## src/rtl/mtf_pkg.sv

```systemverilog
`default_nettype none
// ============================================================================
// Module      : mtf_pkg
// Description : Shared constants and helpers for the move-to-front decoder.
// Revision    : 1.0 - initial release
// ============================================================================
package mtf_pkg;

  // Symbol kind carried on sym_is_lit_in
  localparam logic SYM_IDX = 1'b0;
  localparam logic SYM_LIT = 1'b1;

  // Widest match vector the priority encoder handles (NUM must not exceed it)
  localparam int c_max_num = 32;

  // Lowest set bit position of vec; 0 when no bit is set
  function automatic int first_set(input logic [c_max_num-1:0] vec);
    int pos;
    pos = 0;
    for (int i = c_max_num - 1; i >= 0; i--) begin
      if (vec[i]) pos = i;
    end
    return pos;
  endfunction

endpackage
`default_nettype wire

```

## src/rtl/mtf_table.sv

```systemverilog
`default_nettype none
// ============================================================================
// Module      : mtf_table
// Description : Recency table of the last NUM unique values with match,
//               move-to-front shift, flush and an indexed read port.
// Revision    : 1.0 - initial release
// ============================================================================
module mtf_table
  import mtf_pkg::*;
#(
  parameter int WIDTH = 8,
  parameter int NUM   = 4,
  parameter int IDX_W = 2
) (
  input  logic                 clk_in,
  input  logic                 rst_n_in,
  input  logic                 clear_in,
  input  logic                 upd_en_in,
  input  logic [WIDTH-1:0]     upd_val_in,
  input  logic [IDX_W-1:0]     rd_idx_in,
  output logic [WIDTH-1:0]     rd_data_out,
  output logic                 rd_valid_out,
  output logic                 hit_out,
  output logic [IDX_W-1:0]     hit_pos_out,
  output logic [NUM*WIDTH-1:0] table_out,
  output logic [NUM-1:0]       table_valid_out
);

  logic [NUM-1:0][WIDTH-1:0] r_entry;
  logic [NUM-1:0]            r_valid;
  logic [NUM-1:0]            w_match;
  logic                      w_hit;
  logic [IDX_W-1:0]          w_hit_pos;

  // Only valid entries may match, so stale data left behind by a flush never hits
  generate
    for (genvar g = 0; g < NUM; g++) begin : g_match
      assign w_match[g] = r_valid[g] && (r_entry[g] == upd_val_in);
    end
  endgenerate

  assign w_hit     = |w_match;
  assign w_hit_pos = IDX_W'(first_set(32'(w_match)));

  // Indexed read; indices beyond the table read as invalid
  always_comb begin
    rd_data_out  = '0;
    rd_valid_out = 1'b0;
    for (int j = 0; j < NUM; j++) begin
      if (rd_idx_in == IDX_W'(j)) begin
        rd_data_out  = r_entry[j];
        rd_valid_out = r_valid[j];
      end
    end
  end

  // Table update: flush wins, otherwise move the value to the front
  always_ff @(posedge clk_in or negedge rst_n_in) begin
    if (!rst_n_in) begin
      r_entry <= '0;
      r_valid <= '0;
    end else if (clear_in) begin
      r_valid <= '0;
    end else if (upd_en_in) begin
      // On a hit only entries up to the hit slot slide back; on a miss all do
      for (int j = NUM - 1; j >= 1; j--) begin
        if (!w_hit || (IDX_W'(j) <= w_hit_pos)) r_entry[j] <= r_entry[j-1];
      end
      r_entry[0] <= upd_val_in;
      if (!w_hit) r_valid <= {r_valid[NUM-2:0], 1'b1};
    end
  end

  assign hit_out         = w_hit;
  assign hit_pos_out     = w_hit_pos;
  assign table_out       = r_entry;
  assign table_valid_out = r_valid;

endmodule
`default_nettype wire

```

## src/rtl/mtf_decoder.sv

```systemverilog
`default_nettype none
// ============================================================================
// Module      : mtf_decoder
// Description : Move-to-front decoder. Turns literal/index symbols back into
//               data values and drives them on a registered valid/ready port.
// Revision    : 1.0 - initial release
// ============================================================================
module mtf_decoder
  import mtf_pkg::*;
#(
  parameter int WIDTH = 8,
  parameter int NUM   = 4,
  parameter int IDX_W = 2
) (
  input  logic                 clk_in,
  input  logic                 rst_n_in,
  input  logic                 clear_in,
  input  logic                 sym_valid_in,
  output logic                 sym_ready_out,
  input  logic                 sym_is_lit_in,
  input  logic [IDX_W-1:0]     sym_idx_in,
  input  logic [WIDTH-1:0]     sym_lit_in,
  output logic [WIDTH-1:0]     data_out,
  output logic                 data_valid_out,
  input  logic                 data_ready_in,
  output logic [NUM*WIDTH-1:0] table_out,
  output logic [NUM-1:0]       table_valid_out,
  output logic                 err_out
);

  logic [WIDTH-1:0] r_data;
  logic             r_data_valid;
  logic             r_err;

  logic             w_accept;
  logic             w_is_idx;
  logic             w_bad;
  logic             w_beat;
  logic [WIDTH-1:0] w_value;
  logic [WIDTH-1:0] w_rd_data;
  logic             w_rd_valid;
  logic             w_hit;
  logic [IDX_W-1:0] w_hit_pos;
  logic             w_unused;

  // A symbol can enter whenever the output slot is empty or draining this cycle
  assign sym_ready_out = !r_data_valid || data_ready_in;
  assign w_accept      = sym_valid_in && sym_ready_out;

  // Index symbols read the table before this edge's update; bad indices yield no beat
  assign w_is_idx = (sym_is_lit_in == SYM_IDX);
  assign w_value  = w_is_idx ? w_rd_data : sym_lit_in;
  assign w_bad    = w_is_idx && !w_rd_valid;
  assign w_beat   = w_accept && !w_bad;

  mtf_table #(
    .WIDTH (WIDTH),
    .NUM   (NUM),
    .IDX_W (IDX_W)
  ) u_table (
    .clk_in          (clk_in),
    .rst_n_in        (rst_n_in),
    .clear_in        (clear_in),
    .upd_en_in       (w_beat),
    .upd_val_in      (w_value),
    .rd_idx_in       (sym_idx_in),
    .rd_data_out     (w_rd_data),
    .rd_valid_out    (w_rd_valid),
    .hit_out         (w_hit),
    .hit_pos_out     (w_hit_pos),
    .table_out       (table_out),
    .table_valid_out (table_valid_out)
  );

  // Hit status is not needed here: an index symbol always hits its own slot
  assign w_unused = &{1'b0, w_hit, w_hit_pos};

  // Output register: load on a decoded beat, drop valid once the beat is taken
  always_ff @(posedge clk_in or negedge rst_n_in) begin
    if (!rst_n_in) begin
      r_data       <= '0;
      r_data_valid <= 1'b0;
    end else if (w_beat) begin
      r_data       <= w_value;
      r_data_valid <= 1'b1;
    end else if (data_ready_in) begin
      r_data_valid <= 1'b0;
    end
  end

  // Sticky error: set by any accepted index that points at an invalid slot
  always_ff @(posedge clk_in or negedge rst_n_in) begin
    if (!rst_n_in) begin
      r_err <= 1'b0;
    end else if (w_accept && w_bad) begin
      r_err <= 1'b1;
    end
  end

  assign data_out       = r_data;
  assign data_valid_out = r_data_valid;
  assign err_out        = r_err;

endmodule
`default_nettype wire
```

## config.mk

```make
export PLATFORM = sky130hd
export DESIGN_NAME = mtf_decoder
export DESIGN_NICKNAME = d
export VERILOG_FILES = /design/src/rtl/mtf_pkg.sv /design/src/rtl/mtf_table.sv /design/src/rtl/mtf_decoder.sv
export SDC_FILE = /design/constraint.sdc
export NUM_CORES = 1
export LEC_CHECK = 0
export BUFFER_PORTS_ARGS = -buffer_cell sky130_fd_sc_hd__buf_4
export CORE_MARGIN = 10
export CORE_UTILIZATION = 45
export CTS_CLUSTER_SIZE = 30
export DETAILED_ROUTE_END_ITERATION = 16
export HOLD_SLACK_MARGIN = 0.03
export PLACE_DENSITY = 0.69
export SLEW_MARGIN = 20
export SYNTH_ARGS = -nofsm -noshare
export SYNTH_HDL_FRONTEND = slang
export SYNTH_SLANG_ARGS = --single-unit
```

## constraint.sdc

```tcl
create_clock -name clk_in -period 3.18 [get_ports clk_in]
set_clock_uncertainty 0.1 [all_clocks]
set_input_delay 0.954 -clock clk_in [delete_from_list [all_inputs] [get_ports clk_in]]
set_output_delay 0.954 -clock clk_in [all_outputs]
set_load 0.005 [all_outputs]
```

==> results.md <==
* Synth warnings at 0
* P_sw at 1160 uW
* Via density per instance at 5.80
* TritonCTS buffer count at 5
* GRT Total Usage at 0.188
* Core Area at 0.00639 mm^2
* Yosys top cell area share at 0.385
* Post-Syn Area at 0.00299 mm^2
* R2r endpoint: u_table.table_out[28]$_DFFE_PN0P_
* Filler cell count at 532
* Initial Utilization at 0.468
* Antenna Violating Nets Remaining at 0
* Die width at 102 um
* Sw Share at 0.388
* Post-place setup slack at -0.506 ns
* Register area share after synthesis at 0.385
* Worst reg2reg path depth at 9
* DRT Pass-1 Iters at 4
* Largest area contributor in the netlist: dfrtp_1
* WP data required at 3.26 ns
* Antenna violations before repair at 0
* Most common cell in the netlist: dfrtp_1
* Synth cell types at 61
* I/O pin cnt at 63
* Clk pwr share at 0.150
* Synth top area cells: dfrtp_1, mux2_1, mux2_2
* Hold Path Class: flip-flop to flip-flop
* Mean Syn Cell Area at 10.1 um^2
* Hold-fix buffers, CTS at 0
* Clock transition at path regs at 0.09 ns
* Net count, final at 428
* Worst-case vdd ir drop at 0.000442 V
* Pleak at 0.00195 uW
* Top cells by count, synth: dfrtp_1, nand2_1, o21ai_0
* Total placed cells including tap cells at 476
* Worst Tran Pin Value at 0.605 ns
* H-tree levels at 2
* Clock sinks at 46
* Gp weighted congestion at 0.907
* Syn Inst Count at 296
* Post-synth ARST share at 1.00
* Hold Startpoint: err_out$_DFFE_PN0P_
* Peak Freq at 0.317 GHz
* Die footprint at 0.0103 mm^2
* IO Port Bufs at 62
* Number of global-route vias before repair at 2923
* Synth Flop Type: dfrtp_1
* Max cap viols at 0
* Status: finished clean
* Vert. Die Dim at 102 um
* Root Driver: clkbuf_8
* Setup CP Type: primary input to flip-flop
* Final hold violations at 0
* Rel. slew slack at 0.597
* WHS Path Cells at 1
* Reg2reg setup slack at 0.40 ns
* Logic pwr share at 0.470
* Dpl hpwl at 7.35 mm
* DRC marker count from the first detailed-route iteration at 124
* Final period utilization at 0.993
* CP max FO at 9
* Share of post-route cells with drive strength above 1 at 0.426
* Largest net degree at the start of global routing at 47
* Final setup fails at 0
* WL final at 9.66 mm
* Setup tns final at 0 ns
* Final WS setup at 0.0222 ns
* Pins over their slew limit at 0
* Hold worst-path end: err_out$_DFFE_PN0P_
* TritonCTS clock tree: built
* Total number of vias at 2840
* Final Cell Area at 0.00419 mm^2
* Area Growth Syn to Fin at 40.2%
* PwrDens at 710 mW/mm^2
* Syn nets at 312
* Clock buffer depth at 2
* N_diodes at 0
* Grt total ovfl at 0
* Final Core Density at 0.656
* Clk_lat worst skew at 0.30 ns
* Average wire per cell in the routed design at 19.7 um
* Global-route wire length before repair at 15.4 mm
* Yosys reg bits at 46
* Seq pwr share at 0.380
* # DRC at 0
* Final non-filler cell total at 490
* Row Count at 29
* Crit path launch type: primary input
* Placed Area at 0.00392 mm^2
* Setup crit end kind: flip-flop
* RSZ-0062 raised after global routing: yes
* Int Pwr at 1820 uW
* Number of synthesized flops with an enable pin at 0
* Arrival time at the worst endpoint at 3.24 ns
* Min cycle time layout at 3.16 ns
* R2r startpoint: u_table.table_out[23]$_DFFE_PN0P_
[state kept, by name (all words and copies together), names as in the netlist]
| register | cells |
|---|---|
| data_out | 8 |
| data_valid_out | 1 |
| err_out | 1 |
| u_table.table_out | 32 |
| u_table.table_valid_out | 4 |
[kinds of logic (layout without fill, tap and decap cells)]
family | count (synthesis) | in the layout | share of synthesized area
flops | 46 | 46 | 0.385
buf+inv | 22 | 139 | 0.0360
xor+xnor | 22 | 22 | 0.0644
simple gates | 88 | 88 | 0.164
mux | 45 | 45 | 0.175
compound gates | 73 | 73 | 0.176
[power groups by stage]
stage	Sequential (uW)	Clock, uW	Combinational, uW
2_1_floorplan	1030	0	692
3_3_place_gp	1120	0	1300
3_5_place_dp	1130	0	1330
4_1_cts	1120	458	1350
5_1_grt	1160	475	1540
6_report	1130	447	1400
[final cells by class]
| type | instances | area, um^2 | share of cell area |
|---|---|---|---|
| repair buffers | 124 | 973 | 0.232 |
| flip-flops and latches | 46 | 1150 | 0.275 |
| multi-input cells | 228 | 1830 | 0.438 |
| well taps | 77 | 96.3 | 0.0230 |
| clock buffers | 6 | 72.6 | 0.0173 |
| inverters | 7 | 26.3 | 0.00627 |
| clock inverters | 2 | 37.5 | 0.00896 |
[critical path, cell delays in order]
cell and delay (ns):
buf_6 0.13, buf_8 0.14, mux2i_2 0.15, o31ai_2 0.30, nor2_2 0.10, a221oi_2 0.34, o2111a_1 0.28, a21o_1 0.21
nand2b_4 0.17, buf_6 0.13, mux2_1 0.33
[worst max path at each step]
| stage | slack, ns | end | cells past startpoint | startpoint |
|---|---|---|---|---|
| finish | 0.02 | u_table.table_out[28]$_DFFE_PN0P_ | 11 | sym_idx_in[0] |
| global route | -0.03 | u_table.table_out[28]$_DFFE_PN0P_ | 11 | sym_idx_in[0] |
| CTS | 0.006 | u_table.table_out[23]$_DFFE_PN0P_ | 11 | sym_idx_in[1] |
| detailed placement | -0.51 | u_table.table_out[29]$_DFFE_PN0P_ | 11 | sym_idx_in[0] |
| global placement | -0.44 | u_table.table_out[26]$_DFFE_PN0P_ | 11 | sym_idx_in[0] |
| floorplan | 0.004 | u_table.table_out[26]$_DFFE_PN0P_ | 9 | sym_idx_in[0] |
[per-stage QoR]
step	hold slack, ns	total power (uW)
after floorplan	0.366	1720
after global placement	0.358	2420
after detailed placement	0.363	2450
after CTS	0.385	2930
after global routing	0.408	3180
final	0.376	2980
[placed cells by master, fill, tap and decap left out, types with 6 or more instances in the layout]
cell type,count
mux2i_1,12
nor2_1,7
inv_1,6
mux2_2,11
nor2b_1,8
o21ai_0,18
buf_6,6
a21oi_1,10
xnor2_1,14
dfrtp_1,46
nand2_1,28
buf_4,116
xor2_1,8
mux2_1,14
nand2b_1,11
[metal layers]
layer | GRT usage | vias to the layer above | share of wire
met5 | 0 | - | 0
met4 | 0.0589 | 0 | 0.024
met3 | 0.0436 | 22 | 0.067
met2 | 0.316 | 90 | 0.49
met1 | 0.233 | 1406 | 0.42
li1 | - | 1322 | -
[what timing repair did]
item	4_1_cts	5_1_grt
gates resized for setup	6	21
setup buffers	2	4
hold endpoints to repair	0	0
endpoints found under the setup margin	23	26
pin swaps	5	5
Note: power is estimated with default switching activity, not from simulation.
